===== src/rtl/panda_counter.sv =====
// Up/down event counter driven by the panda_pulse output train.
// Trigger rising edges add or subtract STEP; reports signed overflow as a carry pulse and a sticky flag.
module panda_counter #(
  parameter int CNT_W = 32
) (
  input  logic             clk_i,
  input  logic             rst_i,
  input  logic             enable_i,
  input  logic             trigger_i,
  input  logic             dir_i,
  input  logic [CNT_W-1:0] START,
  input  logic [CNT_W-1:0] STEP,
  input  logic             FORCE_RST,
  output logic [CNT_W-1:0] count_o,
  output logic             carry_o,
  output logic             ERR_OVERFLOW,
  output logic [CNT_W-1:0] TRIG_CNT
);

  logic             enable_prev_q, trigger_prev_q;
  logic [CNT_W-1:0] count_q, count_d;
  logic [CNT_W-1:0] trig_cnt_q, trig_cnt_d;
  logic             carry_q, carry_d;
  logic             err_q, err_d;

  logic             enable_rise, trigger_rise;
  logic [CNT_W-1:0] addend;
  logic [CNT_W:0]   sum;
  logic             ovf;

  assign enable_rise  = enable_i & ~enable_prev_q;
  assign trigger_rise = trigger_i & ~trigger_prev_q;

  // The negated STEP is sign-extended as a CNT_W-bit value, so the most negative
  // STEP stays a negative addend and its overflow shows up in the top two sum bits.
  always_comb begin
    addend = dir_i ? ({CNT_W{1'b0}} - STEP) : STEP;
    sum    = {count_q[CNT_W-1], count_q} + {addend[CNT_W-1], addend};
    ovf    = sum[CNT_W] ^ sum[CNT_W-1];
  end

  always_comb begin
    count_d    = count_q;
    trig_cnt_d = trig_cnt_q;
    carry_d    = 1'b0;
    err_d      = err_q;
    if (FORCE_RST) begin
      count_d    = START;
      trig_cnt_d = '0;
      err_d      = 1'b0;
    end else if (enable_rise) begin
      count_d    = START;
      trig_cnt_d = '0;
    end else if (trigger_rise && enable_i) begin
      count_d    = sum[CNT_W-1:0];
      trig_cnt_d = trig_cnt_q + 1'b1;
      carry_d    = ovf;
      err_d      = err_q | ovf;
    end
  end

  always_ff @(posedge clk_i) begin
    if (rst_i) begin
      enable_prev_q  <= 1'b0;
      trigger_prev_q <= 1'b0;
      count_q        <= '0;
      trig_cnt_q     <= '0;
      carry_q        <= 1'b0;
      err_q          <= 1'b0;
    end else begin
      enable_prev_q  <= enable_i;
      trigger_prev_q <= trigger_i;
      count_q        <= count_d;
      trig_cnt_q     <= trig_cnt_d;
      carry_q        <= carry_d;
      err_q          <= err_d;
    end
  end

  assign count_o      = count_q;
  assign carry_o      = carry_q;
  assign ERR_OVERFLOW = err_q;
  assign TRIG_CNT     = trig_cnt_q;

endmodule


===== config.mk =====
export PLATFORM = sky130hd
export DESIGN_NAME = panda_counter
export DESIGN_NICKNAME = d
export VERILOG_FILES = /design/src/rtl/panda_counter.sv
export SDC_FILE = /design/constraint.sdc
export NUM_CORES = 1
export LEC_CHECK = 0
export ABC_AREA = 1
export BUFFER_PORTS_ARGS = -buffer_cell sky130_fd_sc_hd__buf_2
export CORE_UTILIZATION = 50
export CTS_CLUSTER_SIZE = 14
export DETAILED_ROUTE_END_ITERATION = 8
export PLACE_DENSITY = 0.76
export SYNTH_ARGS = -nofsm -noshare
export SYNTH_HDL_FRONTEND = slang
export SYNTH_SLANG_ARGS = --single-unit

===== constraint.sdc =====
create_clock -name clk_i -period 3.3 [get_ports clk_i]
set_input_delay 0.165 -clock clk_i [delete_from_list [all_inputs] [get_ports clk_i]]
set_output_delay 0.165 -clock clk_i [all_outputs]
set_load 0.01 [all_outputs]

* After elaboration in Yosys (flattened, before gate mapping)
Index checks and enable logic that the tools add are counted.
Word-level totals: bits in registers 68, input port bits 70, output and inout port bits 66, logic and storage cells 27
Operators by class: add/sub/neg operators 3, muxes and demuxes 4, bitwise gates (word level) 8, reductions and logical operators 6
Operator list (count):
- $mux 32 | 4
- $add 32x32->33 | 1
- $add 32x1->32 const B | 1
- $sub 1x32->32 const A | 1
- $not 1->1 | 4
- $reduce_or 4->1 | 1
- $reduce_bool 3->1 | 1
- $reduce_or 3->1 | 1
- $and 1x1->1 | 2
- $reduce_and 2->1 | 1
- $reduce_or 2->1 | 1
- $logic_and 1x1->1 | 1
- $or 1x1->1 | 1
- $xor 1x1->1 | 1

* Longest topological paths before layout
word-level depth 6, mapped depth 23, gate-level depth less buffers 23

* Worst setup path before layout
No wires, ideal clock.
path type input -> register, from input port STEP[1], to register count_q[27], in the netlist count_o[27], setup time 0.132 ns, arrival time 2.547 ns, required time 3.168 ns, setup slack 0.620 ns, cell stages on the path 20, path buffers 0, cell sequence inv_1 -> ha_1 -> nand3_1 -> nor2_1 -> nand4_1 -> nor2_1 -> nand2_1 -> nand2_1 -> o21ai_0 -> xor2_1 -> ha_1 -> nand2_1 -> nor2_1 -> inv_1 -> nor3_1 -> nand2_1 -> nand3_1 -> nand3_1 -> nand2_1 -> a21oi_1
On the way: longest elaborated chain between the ends 6
Ends and longest elaborated chain:
- start: declaration | RTL line 12 | input logic [CNT_W-1:0] STEP,
- $sub 1x32->32 | RTL line 37 | addend = dir_i ? ({CNT_W{1'b0}} - STEP) : STEP;
- $mux 32 * | RTL line 37
- $add 32x32->33 * | RTL line 38 | sum = {count_q[CNT_W-1], count_q} + {addend[CNT_W-1], addend};
- $mux 32 * | RTL line 54 | end else if (trigger_rise && enable_i) begin
- $mux 32 * | RTL line 51 | end else if (enable_rise) begin
- $mux 32 * | RTL line 47 | if (FORCE_RST) begin
- end signal: assignment | RTL line 73 | count_q <= count_d;
- end: declaration | RTL line 21 | logic [CNT_W-1:0] count_q, count_d;
Every way passes the cells marked *; elsewhere a longest branch is shown, timed or not. The select of a mux whose other input is x is not followed. A chain may end at the register's enable or synchronous reset.

* Worst setup path in the final report
from input port STEP[0], to register err_q, in the netlist ERR_OVERFLOW
On the way: longest elaborated chain between the ends 5
Ends and longest elaborated chain:
- $sub 1x32->32 | RTL line 37
- $mux 32 * | RTL line 37
- $add 32x32->33 * | RTL line 38
- $xor 1x1->1 * | RTL line 39 | ovf = sum[CNT_W] ^ sum[CNT_W-1];
- $or 1x1->1 * | RTL line 58 | err_d = err_q | ovf;
- end signal: assignment | RTL line 76 | err_q <= err_d;
- end: declaration | RTL line 24 | logic err_q, err_d;
Every way passes the cells marked *; elsewhere a longest branch is shown, timed or not.

==> results.py <==
metrics = {
    "layout": {
        "layout-drive-gt1-share": 0.157,
        "final_cell_mix": "nand2_1, inv_1, buf_2, nor2_1, dfxtp_1",
        "syn2layout_area_growth_pct": 19.6,
        "multi_input_area_um2": 4170,
        "n_fill_cell": 1274,
        "final_common_cell": "nand2_1",
        "ff_latch_area_um2": 1360,
        "finalNetCount": 1325,
        "fin_cells": 1394,
    },
    "floorplanning": {
        "start_util": 0.518,
        "die_w_um": 114,
        "io_pins": 136,
        "die_h_um": 114,
        "dieArea_um2": 13000,
        "core_um2": 12100,
        "rows": 40,
    },
    "sta": {
        "fin_setup_tns_ns": 0,
        "min_period_ns": 2.89,
        "fin_ws_ns": 0.409,
        "slew_headroom": 0.509,
        "holdWs_ns": 0.0523,
        "fmax_mhz": 346,
        "finalHoldViolCount": 0,
        "rsz0062_at_grt": "no",
        "setup_violations": 0,
        "drv_slew": 0,
        "min_period_over_period": 0.876,
        "clock_skew_ns": 0.0114,
        "worstMarginPinSlew_ns": 0.736,
    },
    "detailed_routing": {
        "via_count": 7304,
        "drc": 0,
        "drt-initial-drc-count": 485,
        "drt-pass1-iter-count": 5,
        "postRouteAntennaNets": 0,
        "wl_per_cell_um": 14.1,
        "drt-vias-per-instance": 5.24,
        "routed_wl_mm": 19.6,
    },
    "critical_path": {
        "critical-path-max-stage-delay_ns": 0.37,
        "crit_family": "simple AND/OR/NAND/NOR gates",
        "crit_buf_inv": 2,
        "cp_common_cell": "nand2_1",
        "cp_cell_sequence": "buf_2 -> inv_1 -> ha_1 -> nand3_1 -> nor2_2 -> nand4_1 -> nor2_2 -> nand2_1 -> nand2_1 -> o21ai_0 -> xor2_1 -> ha_1 -> nand2_1 -> nor2_1 -> nand2_1 -> nor3_1 -> nand2_1 -> nand3_1 -> nand2_1 -> nand3_1 -> a21oi_1",
        "end_kind": "flip-flop",
        "slowest_stage": "ha_1",
        "cp.arrival_ns": 3.14,
        "rrSetupSlack_ns": 0.91,
        "cp_max_fo": 5,
        "crit_type": "primary input to flip-flop",
        "cp.required_ns": 3.55,
        "startpoint_type": "primary input",
    },
    "clocking": {
        "clk_pin_slew_ns": 0.06,
        "clk_latency_ns": 0.36,
        "ctsHtreeMaxLevel": 3,
        "root_buffer": "clkbuf_16",
        "cts_buffers": 9,
        "cts_tree": "yes",
        "cts_sinks": 68,
        "clock_path_buffers": 2,
    },
    "power": {
        "power.leakage_uw": 0.00393,
        "power_uw": 3040,
        "max-vdd-ir-drop_v": 0.000314,
        "power.density_nw_per_um2": 405,
    },
    "placed_design": {
        "dpl.hpwl_mm": 15.4,
        "gp_congestion": 0.959,
        "port_buffers": 135,
        "place_ws_ns": -0.0161,
        "placed_cells": 1377,
    },
    "hold_path": {
        "hp-class": "primary input to flip-flop",
    },
    "grt": {
        "grt_start_max_net_pins": 40,
        "grt_pass1_wl_mm": 31.1,
        "track_usage": 0.307,
        "antenna_found_initial": 3,
        "gr-total-overflow": 0,
        "first_global_vias": 6556,
    },
    "yosys": {
        "synth_seq_area_share": 0.217,
        "avgSynthCellArea_um2": 5.80,
        "synthArstFlopShare": 0,
        "synthFlopType": "dfxtp_1",
        "synth_edf_count": 0,
        "synthCells": 1083,
        "syn_area_um2": 6280,
        "synthesis.nets": 1188,
        "synth_warnings": 0,
        "netlist-cell-type-count": 44,
        "ys_seq_elements": 68,
    },
    "run_status": {
        "status": "finished, final reports clean",
    },
    "run": {
        "maxCapViolations": 0,
    },
}
## timing repair
action | CTS | global route
resized for setup | 0 | 2
endpoints found under the setup margin | 0 | 9
hold buffers | 0 | 0
setup buffers | 0 | 0
## metrics by stage
stage / cell area [µm²] / utilization
final: 7510 / 0.620
after CTS: 7500 / 0.620
after detailed placement: 7170 / 0.592
after global placement: 7170 / 0.592
after floorplan: 6280 / -
after global routing: 7510 / 0.620
## synthesized netlist by cell type (all sizes together) (10+ instances only)
library cell / instances / share of area
xnor2: 15 / 0.021
xor2: 33 / 0.046
clkbuf: 13 / 0.0078
inv: 181 / 0.11
nor3: 26 / 0.024
a22oi: 10 / 0.012
a21oi: 68 / 0.055
nand3: 67 / 0.054
dfxtp: 68 / 0.22
o21ai: 33 / 0.026
nor2: 127 / 0.080
ha: 34 / 0.068
nand2: 340 / 0.20
## flip-flops by register name (all words and copies together), names as in the netlist
signal,flops
count_o,32
trigger_prev_q,1
TRIG_CNT,32
carry_o,1
enable_prev_q,1
ERR_OVERFLOW,1
## logic make-up (layout without fill, tap and decap cells)
| family | count (synthesis) | count (layout) | synth area share |
|---|---|---|---|
| simple gates | 597 | 597 | 0.404 |
| buf+inv | 200 | 342 | 0.121 |
| compound gates | 135 | 135 | 0.121 |
| flops | 68 | 68 | 0.217 |
| xor+xnor | 48 | 48 | 0.0669 |
| fa+ha+maj | 35 | 35 | 0.0709 |
| other cells | 0 | 1 | 0 |
## metal layers
metal / share of wire / vias to the layer above / wire, µm / GRT usage
met5: 0.0016 / - / 32 / 0
met4: 0.032 / 4 / 627 / 0.134
met3: 0.086 / 49 / 1690 / 0.0709
met2: 0.46 / 288 / 8970 / 0.504
met1: 0.42 / 3263 / 8280 / 0.384
li1: - / 3700 / - / -
## path summary, 6_finish.rpt
path,start,end,cells past startpoint
max reg2reg,count_o[0],count_o[24],14
min reg2reg,ERR_OVERFLOW,ERR_OVERFLOW,2
min,trigger_i,trigger_prev_q,3
max,STEP[0],ERR_OVERFLOW,21
## worst register-to-register path, delay by kind of cell (launching register included)
kind,cells,cell delay (ns)
and+or+nand+nor,11,1.21
adders and majority gates,2,0.69
DFF,1,0.33
AOI/OAI and AO/OA,1,0.05
## power breakdown
part,switching [µW],internal (µW),total [µW]
registers,37.6,861,898
clock network,427,691,1120
logic,664,362,1030
## final cells by class
cell class                      count  share of cell area
Antenna cell                        1            0.000333
Clock buffer                       10              0.0318
Multi-Input combinational cell    815               0.556
Inverter                          181              0.0905
Sequential cell                    68               0.181
Timing Repair Buffer              145               0.100
Clock inverter                      6              0.0127
Tap cell                          168              0.0280
Power figures use the tool's default switching activity.
